### config.mk
export PLATFORM = sky130hd
export DESIGN_NAME = jtag_tap_ctrl_flat
export DESIGN_NICKNAME = d
export VERILOG_FILES = /design/src/rtl/jtag_tap_ctrl_if.sv /design/src/rtl/jtag_tap_ctrl.sv /design/src/flat_wrapper.sv
export SDC_FILE = /design/constraint.sdc
export NUM_CORES = 1
export LEC_CHECK = 0
export BUFFER_PORTS_ARGS = -buffer_cell sky130_fd_sc_hd__clkbuf_2
export CAP_MARGIN = 40
export CORE_MARGIN = 8
export CORE_UTILIZATION = 33
export CTS_CLUSTER_DIAMETER = 120
export DETAILED_ROUTE_END_ITERATION = 8
export PLACE_DENSITY = 0.55
export SYNTH_ARGS = -nofsm -noshare
export SYNTH_HDL_FRONTEND = slang
export SYNTH_SLANG_ARGS = --single-unit
### constraint.sdc
create_clock -name tck -period 3.8 [get_ports tck]
set_clock_uncertainty 0.15 [all_clocks]
set_input_delay 0.38 -clock tck [delete_from_list [all_inputs] [get_ports tck]]
set_output_delay 0.38 -clock tck [all_outputs]
set_load 0.03 [all_outputs]
### src/rtl/jtag_tap_ctrl_if.sv
// JTAG pin and on-chip USER register bundle for the TAP controller.
// The master side drives the JTAG pins and user_dr_in; the slave side is the TAP.
interface jtag_tap_ctrl_if #(
  parameter int unsigned IR_WIDTH   = 4,
  parameter int unsigned USER_WIDTH = 16
);
  logic                  tms;
  logic                  tdi;
  logic                  tdo;
  logic                  tdo_en;
  logic [3:0]            tap_state;
  logic [IR_WIDTH-1:0]   ir_out;
  logic [USER_WIDTH-1:0] user_dr_out;
  logic [USER_WIDTH-1:0] user_dr_in;
  logic                  user_update;

  modport master (
    output tms, tdi, user_dr_in,
    input  tdo, tdo_en, tap_state, ir_out, user_dr_out, user_update
  );

  modport slave (
    input  tms, tdi, user_dr_in,
    output tdo, tdo_en, tap_state, ir_out, user_dr_out, user_update
  );
endinterface

### src/rtl/jtag_tap_ctrl.sv
// IEEE 1149.1-style TAP controller: 16-state FSM, instruction register and
// BYPASS / IDCODE / USER data registers; USER value is exported to on-chip logic.
module jtag_tap_ctrl #(
  parameter int unsigned          IR_WIDTH   = 4,
  parameter logic [31:0]          IDCODE_VAL = 32'h1000_563D,
  parameter int unsigned          USER_WIDTH = 16,
  parameter logic [USER_WIDTH-1:0] USER_RST  = '0
) (
  input  logic           tck,
  input  logic           trst,
  jtag_tap_ctrl_if.slave bus
);

  localparam int unsigned ID_WIDTH = 32;
  localparam logic [IR_WIDTH-1:0] IR_IDCODE  = IR_WIDTH'(1);
  localparam logic [IR_WIDTH-1:0] IR_USER    = IR_WIDTH'(2);
  localparam logic [IR_WIDTH-1:0] IR_CAPTURE = IR_WIDTH'(1);

  typedef enum logic [3:0] {
    TLR    = 4'hF,
    RTI    = 4'hC,
    SEL_DR = 4'h7,
    CAP_DR = 4'h6,
    SH_DR  = 4'h2,
    EX1_DR = 4'h1,
    PAU_DR = 4'h3,
    EX2_DR = 4'h0,
    UP_DR  = 4'h5,
    SEL_IR = 4'h4,
    CAP_IR = 4'hE,
    SH_IR  = 4'hA,
    EX1_IR = 4'h9,
    PAU_IR = 4'hB,
    EX2_IR = 4'h8,
    UP_IR  = 4'hD
  } tap_state_e;

  typedef enum logic [1:0] {
    SEL_BYPASS = 2'd0,
    SEL_IDCODE = 2'd1,
    SEL_USER   = 2'd2
  } dr_sel_e;

  tap_state_e            state;
  tap_state_e            state_nxt;
  dr_sel_e               dr_sel;
  logic [IR_WIDTH-1:0]   ir_shift;
  logic [IR_WIDTH-1:0]   ir_q;
  logic                  bypass_sh;
  logic [ID_WIDTH-1:0]   idcode_sh;
  logic [USER_WIDTH-1:0] user_sh;
  logic [USER_WIDTH-1:0] user_dr_q;
  logic                  tdo_bit;
  logic                  tdo_q;
  logic                  tdo_en_q;

  // TAP transition table: next state for the sampled tms.
  function automatic tap_state_e next_state(input tap_state_e s, input logic t);
    tap_state_e n;
    n = TLR;
    unique case (s)
      TLR:    n = t ? TLR    : RTI;
      RTI:    n = t ? SEL_DR : RTI;
      SEL_DR: n = t ? SEL_IR : CAP_DR;
      CAP_DR: n = t ? EX1_DR : SH_DR;
      SH_DR:  n = t ? EX1_DR : SH_DR;
      EX1_DR: n = t ? UP_DR  : PAU_DR;
      PAU_DR: n = t ? EX2_DR : PAU_DR;
      EX2_DR: n = t ? UP_DR  : SH_DR;
      UP_DR:  n = t ? SEL_DR : RTI;
      SEL_IR: n = t ? TLR    : CAP_IR;
      CAP_IR: n = t ? EX1_IR : SH_IR;
      SH_IR:  n = t ? EX1_IR : SH_IR;
      EX1_IR: n = t ? UP_IR  : PAU_IR;
      PAU_IR: n = t ? EX2_IR : PAU_IR;
      EX2_IR: n = t ? UP_IR  : SH_IR;
      UP_IR:  n = t ? SEL_DR : RTI;
      default: n = TLR;
    endcase
    return n;
  endfunction

  // Right shift with tdi entering the MSB; safe for a 1-bit register.
  function automatic logic [USER_WIDTH-1:0] shift_user(input logic [USER_WIDTH-1:0] v,
                                                       input logic b);
    logic [USER_WIDTH-1:0] r;
    r = v >> 1;
    r[USER_WIDTH-1] = b;
    return r;
  endfunction

  assign state_nxt = next_state(state, bus.tms);

  // Unknown instruction codes fall back to BYPASS.
  always_comb begin
    dr_sel = SEL_BYPASS;
    if (ir_q == IR_IDCODE) begin
      dr_sel = SEL_IDCODE;
    end else if (ir_q == IR_USER) begin
      dr_sel = SEL_USER;
    end
  end

  always_ff @(posedge tck or posedge trst) begin
    if (trst) begin
      state <= TLR;
    end else begin
      state <= state_nxt;
    end
  end

  // Instruction register; TLR entry reloads IDCODE just like trst.
  always_ff @(posedge tck or posedge trst) begin
    if (trst) begin
      ir_shift <= '0;
      ir_q     <= IR_IDCODE;
    end else begin
      unique case (state)
        CAP_IR:  ir_shift <= IR_CAPTURE;
        SH_IR:   ir_shift <= {bus.tdi, ir_shift[IR_WIDTH-1:1]};
        default: ir_shift <= ir_shift;
      endcase
      if (state_nxt == TLR) begin
        ir_q <= IR_IDCODE;
      end else if (state == UP_IR) begin
        ir_q <= ir_shift;
      end
    end
  end

  // Data registers: only the register selected by the instruction captures or shifts.
  always_ff @(posedge tck or posedge trst) begin
    if (trst) begin
      bypass_sh <= 1'b0;
      idcode_sh <= '0;
      user_sh   <= '0;
    end else if (state == CAP_DR) begin
      unique case (dr_sel)
        SEL_IDCODE: idcode_sh <= IDCODE_VAL;
        SEL_USER:   user_sh   <= bus.user_dr_in;
        default:    bypass_sh <= 1'b0;
      endcase
    end else if (state == SH_DR) begin
      unique case (dr_sel)
        SEL_IDCODE: idcode_sh <= {bus.tdi, idcode_sh[ID_WIDTH-1:1]};
        SEL_USER:   user_sh   <= shift_user(user_sh, bus.tdi);
        default:    bypass_sh <= bus.tdi;
      endcase
    end
  end

  always_ff @(posedge tck or posedge trst) begin
    if (trst) begin
      user_dr_q <= USER_RST;
    end else if ((state == UP_DR) && (dr_sel == SEL_USER)) begin
      user_dr_q <= user_sh;
    end
  end

  always_comb begin
    tdo_bit = 1'b0;
    if (state == SH_IR) begin
      tdo_bit = ir_shift[0];
    end else if (state == SH_DR) begin
      unique case (dr_sel)
        SEL_IDCODE: tdo_bit = idcode_sh[0];
        SEL_USER:   tdo_bit = user_sh[0];
        default:    tdo_bit = bypass_sh;
      endcase
    end
  end

  // tdo/tdo_en change on the falling edge so the driver samples a stable bit.
  always_ff @(negedge tck or posedge trst) begin
    if (trst) begin
      tdo_q    <= 1'b0;
      tdo_en_q <= 1'b0;
    end else begin
      tdo_q    <= tdo_bit;
      tdo_en_q <= (state == SH_DR) || (state == SH_IR);
    end
  end

  assign bus.tdo         = tdo_q;
  assign bus.tdo_en      = tdo_en_q;
  assign bus.tap_state   = state;
  assign bus.ir_out      = ir_q;
  assign bus.user_dr_out = user_dr_q;
  assign bus.user_update = (state == UP_DR) && (dr_sel == SEL_USER);

endmodule
### src/flat_wrapper.sv
// flat-port wrapper written by rule: the top's interface ports become plain ports
module jtag_tap_ctrl_flat 
#(
  parameter int unsigned          IR_WIDTH   = 4,
  parameter logic [31:0]          IDCODE_VAL = 32'h1000_563D,
  parameter int unsigned          USER_WIDTH = 16,
  parameter logic [USER_WIDTH-1:0] USER_RST  = '0
)
  (tck, trst, bus_tms, bus_tdi, bus_user_dr_in, bus_tdo, bus_tdo_en, bus_tap_state, bus_ir_out, bus_user_dr_out, bus_user_update);
  jtag_tap_ctrl_if #(.IR_WIDTH(IR_WIDTH), .USER_WIDTH(USER_WIDTH)) bus_i ();
  input  logic tck;
  input  logic trst;
  input wire logic [$bits(bus_i.tms)-1:0] bus_tms;
  input wire logic [$bits(bus_i.tdi)-1:0] bus_tdi;
  input wire logic [$bits(bus_i.user_dr_in)-1:0] bus_user_dr_in;
  output wire logic [$bits(bus_i.tdo)-1:0] bus_tdo;
  output wire logic [$bits(bus_i.tdo_en)-1:0] bus_tdo_en;
  output wire logic [$bits(bus_i.tap_state)-1:0] bus_tap_state;
  output wire logic [$bits(bus_i.ir_out)-1:0] bus_ir_out;
  output wire logic [$bits(bus_i.user_dr_out)-1:0] bus_user_dr_out;
  output wire logic [$bits(bus_i.user_update)-1:0] bus_user_update;
  assign bus_i.tms = bus_tms;
  assign bus_i.tdi = bus_tdi;
  assign bus_i.user_dr_in = bus_user_dr_in;
  assign bus_tdo = bus_i.tdo;
  assign bus_tdo_en = bus_i.tdo_en;
  assign bus_tap_state = bus_i.tap_state;
  assign bus_ir_out = bus_i.ir_out;
  assign bus_user_dr_out = bus_i.user_dr_out;
  assign bus_user_update = bus_i.user_update;
  jtag_tap_ctrl #(.IR_WIDTH(IR_WIDTH), .IDCODE_VAL(IDCODE_VAL), .USER_WIDTH(USER_WIDTH), .USER_RST(USER_RST)) u_core (.tck(tck), .trst(trst), .bus(bus_i));
endmodule
==> flow_summary.json <==
{
  "power.density_nw_per_um2": 834.9,
  "cp_cell_sequence": "clkbuf_2",
  "synth_seq_cells": 79,
  "finalSetupViolCount": 0,
  "start_util_pct": 33.96,
  "synth_cell_types": 35,
  "fill_cells": 1000,
  "grt_max_degree": 66,
  "core_area_sq_um": 10320,
  "rsz0062_at_grt": "no",
  "holdPathStages": 3,
  "min_from": "bus_user_dr_in[15]",
  "syn_to_final_growth_pct": 18.38,
  "vias": 2347,
  "end_kind": "output port",
  "relSlewSlack_pct": 52.80,
  "cap_violations": 0,
  "totalNegativeSetupSlack_ns": 0,
  "final_nets": 360,
  "worstSetupStartpointType": "register",
  "routedWlPerCell_um": 14.78,
  "drt_iter0_drc": 294,
  "syn_nets": 318,
  "met3_wirelength_um": 289,
  "slew_violations": 0,
  "ys_warn_count": 0,
  "peakVddDrop_mv": 0.5246,
  "p_comb_share_pct": 37.8,
  "cts.sinks": 79,
  "wirelength_um": 7111,
  "p_leak_nw": 1.960,
  "dp_hpwl_um": 4532,
  "die_area_sq_um": 14180,
  "r2r_slack_ns": 0.51,
  "antenna_found_initial": 0,
  "timing.rr.end": "u_core.bus.tdo$_DFF_NP0_",
  "netlist_top_cells_area": "dfrtp_1 51%, mux2_2 9.6%, mux2i_1 5.1%, a31oi_1 4.5%, a21oi_1 4.3%",
  "avgSynthCellArea_sq_um": 11.76,
  "arrival_ns": 2.81,
  "switchingPower_mw": 1.353,
  "drtPass1Iterations": 4,
  "port_buffers": 46,
  "final_area_sq_um": 4150,
  "p_seq_share_pct": 40.7,
  "reg2reg_from": "u_core.bus.ir_out[0]$_DFFE_PP1P_",
  "highest-signal-layer": "met4",
  "synth_top_area_share_pct": 51.39,
  "place_area_sq_um": 3904,
  "cts_tree": "built",
  "p_int_mw": 2.112,
  "path_clk_slew_ns": 0.08,
  "grtUsageTotal_pct": 10.34,
  "worst-setup-path-type": "reg2out",
  "routed-wl-met2_um": 3311,
  "path_delay_family": "flip-flops",
  "whs_endpoint": "u_core.user_sh[15]$_DFFE_PP0P_",
  "outcome": "completed",
  "drive_gt1_share_pct": 31.30,
  "num_rows": 37,
  "path_max_fanout": 1,
  "io_pins": 47,
  "yosysTopAreaCell": "dfrtp_1",
  "slowest_delay_ns": 0.38,
  "wl_met1_um": 3408,
  "grt_pass1_wl_um": 12130,
  "netlist_area_sq_um": 3506,
  "slowest_stage": "dfrtn_1",
  "hold_path_class": "in2reg",
  "grt_overflow_total": 0,
  "die_w_um": 119.1,
  "worstPathRequired_ns": 3.27,
  "clock_latency_ns": 0.35,
  "hold_violations": 0,
  "final_util_pct": 40.20,
  "grt_pass1_vias": 2361,
  "viasPerCell": 4.879,
  "dp_slack_ns": 0.5212,
  "antenna_cells": 0,
  "die_h_um": 119.1,
  "cts_resized": 0,
  "clockRootBuffer": "clkbuf_8",
  "routabilityCongestion": 0.7510,
  "cts_buffers": 9,
  "ff2ff_path_depth": 3,
  "cts.htree.levels": 3,
  "ys_seq_area_share_pct": 56.57,
  "power_frac_clock_pct": 21.5,
  "ant_nets": 0,
  "switching_share_pct": 39.04,
  "worst_pin_slew_ns": 0.7080,
  "syn_inst": 298,
  "finalPower_mw": 3.465,
  "cts_max_path_buffers": 2,
  "drc": 0,
  "worstPathBufferInverterCount": 1,
  "fin_ws_ns": 0.4558
}
==> Yosys cell counts <==
library cell,number
dfrtp_1,72
a21oi_1,30
mux2_2,30
a31oi_1,25
nor2b_1,23
mux2i_1,18
clkbuf_1,17
nor2_1,14
mux2_1,9
nand2_1,9
o21ai_0,8
inv_1,7
dfstp_2,5
buf_2,4
nand2b_1,3
buf_1,2
dfrtn_1,2
nor3b_1,2
o31ai_1,2
a211o_1,1
a211oi_1,1
a221o_1,1
a221oi_1,1
a22o_1,1
a41oi_1,1
nand3_1,1
nand3b_1,1
nand4_4,1
nand4b_1,1
nor3_1,1
nor4b_2,1
nor4b_4,1
o22ai_1,1
or3_1,1
xnor2_1,1
==> power by group through the flow <==
stage	clock, mW	combinational (mW)	sequential [mW]
final	0.746	1.31	1.41
after global routing	0.804	1.45	1.46
after CTS	0.770	1.33	1.41
after detailed placement	0	1.33	1.42
after global placement	0	1.31	1.41
after floorplan	0	0.862	1.54
==> flip-flops by register name, indices dropped and copies added (netlist names) <==
register,count
u_core.idcode_sh,32
u_core.bus.user_dr_out,16
u_core.user_sh,16
u_core.bus.ir_out,4
u_core.bus.tap_state,4
u_core.ir_shift,4
u_core.bus.tdo,1
u_core.bus.tdo_en,1
u_core.bypass_sh,1
==> cells in the final DEF, fill, tap and decap left out, drive strengths merged, types with 2 or more instances in the layout <==
master	count
inv	6
clkinv	3
nor2b	23
bufinv	3
nand2	9
mux2i	18
dfstp	5
o21ai	8
nor4b	2
a31oi	25
a21oi	30
nor3b	2
clkbuf	56
o31ai	2
buf	7
dfrtp	72
mux2	39
nand2b	3
nor2	14
dfrtn	2
==> metal layers <==
layer / vias to the layer above / global-route usage [%]
met5: - / 0
met4: 0 / 4.269
met3: 6 / 3.448
met2: 40 / 15.95
met1: 1157 / 13.02
li1: 1144 / -
==> through the flow <==
stage | std cells | hold slack [ns]
after floorplan | 298 | 0.3210
after global placement | 462 | 0.2015
after detailed placement | 464 | 0.2011
after CTS | 481 | 0.1653
after global routing | 481 | 0.1641
final | 481 | 0.1807
==> timing repair <==
item,CTS,global route
buffers inserted,0,0
hold buffers,1,0
setup endpoints to repair,0,0
endpoints found under the hold margin,7,0
==> final cells by class <==
cell class / count / area, sq um / area share, %
multi-input combinational: 189 / 1410 / 33.98
tap: 136 / 170.2 / 4.100
inverter: 7 / 30.03 / 0.7235
clock buffer: 10 / 127.6 / 3.075
clock inverter: 6 / 108.9 / 2.623
sequential: 79 / 1983 / 47.78
timing repair buffer: 54 / 320.3 / 7.718
==> kinds of logic after synthesis <==
family          share of synthesized area [%]
simple gates                            10.17
buf+inv                                 3.355
compound gates                          11.99
mux                                     17.67
xor+xnor                               0.2499
flops                                   56.57
==> how the worst max path moves through the flow <==
stage	from	end	slack [ns]	depth (start not counted)
after floorplan	u_core.bus.tap_state[3]$_DFF_PP1_	u_core.bus.tdo$_DFF_NP0_	0.37	4
after global placement	u_core.bus.ir_out[0]$_DFFE_PP1P_	u_core.bus.tdo$_DFF_NP0_	0.55	3
after detailed placement	u_core.bus.ir_out[0]$_DFFE_PP1P_	u_core.bus.tdo$_DFF_NP0_	0.52	3
after CTS	u_core.bus.tdo_en$_DFF_NP0_	bus_tdo_en	0.44	1
after global routing	u_core.bus.tdo$_DFF_NP0_	bus_tdo	0.41	1
final	u_core.bus.tdo$_DFF_NP0_	bus_tdo	0.46	1
Note: power is estimated with default switching activity, not from simulation.
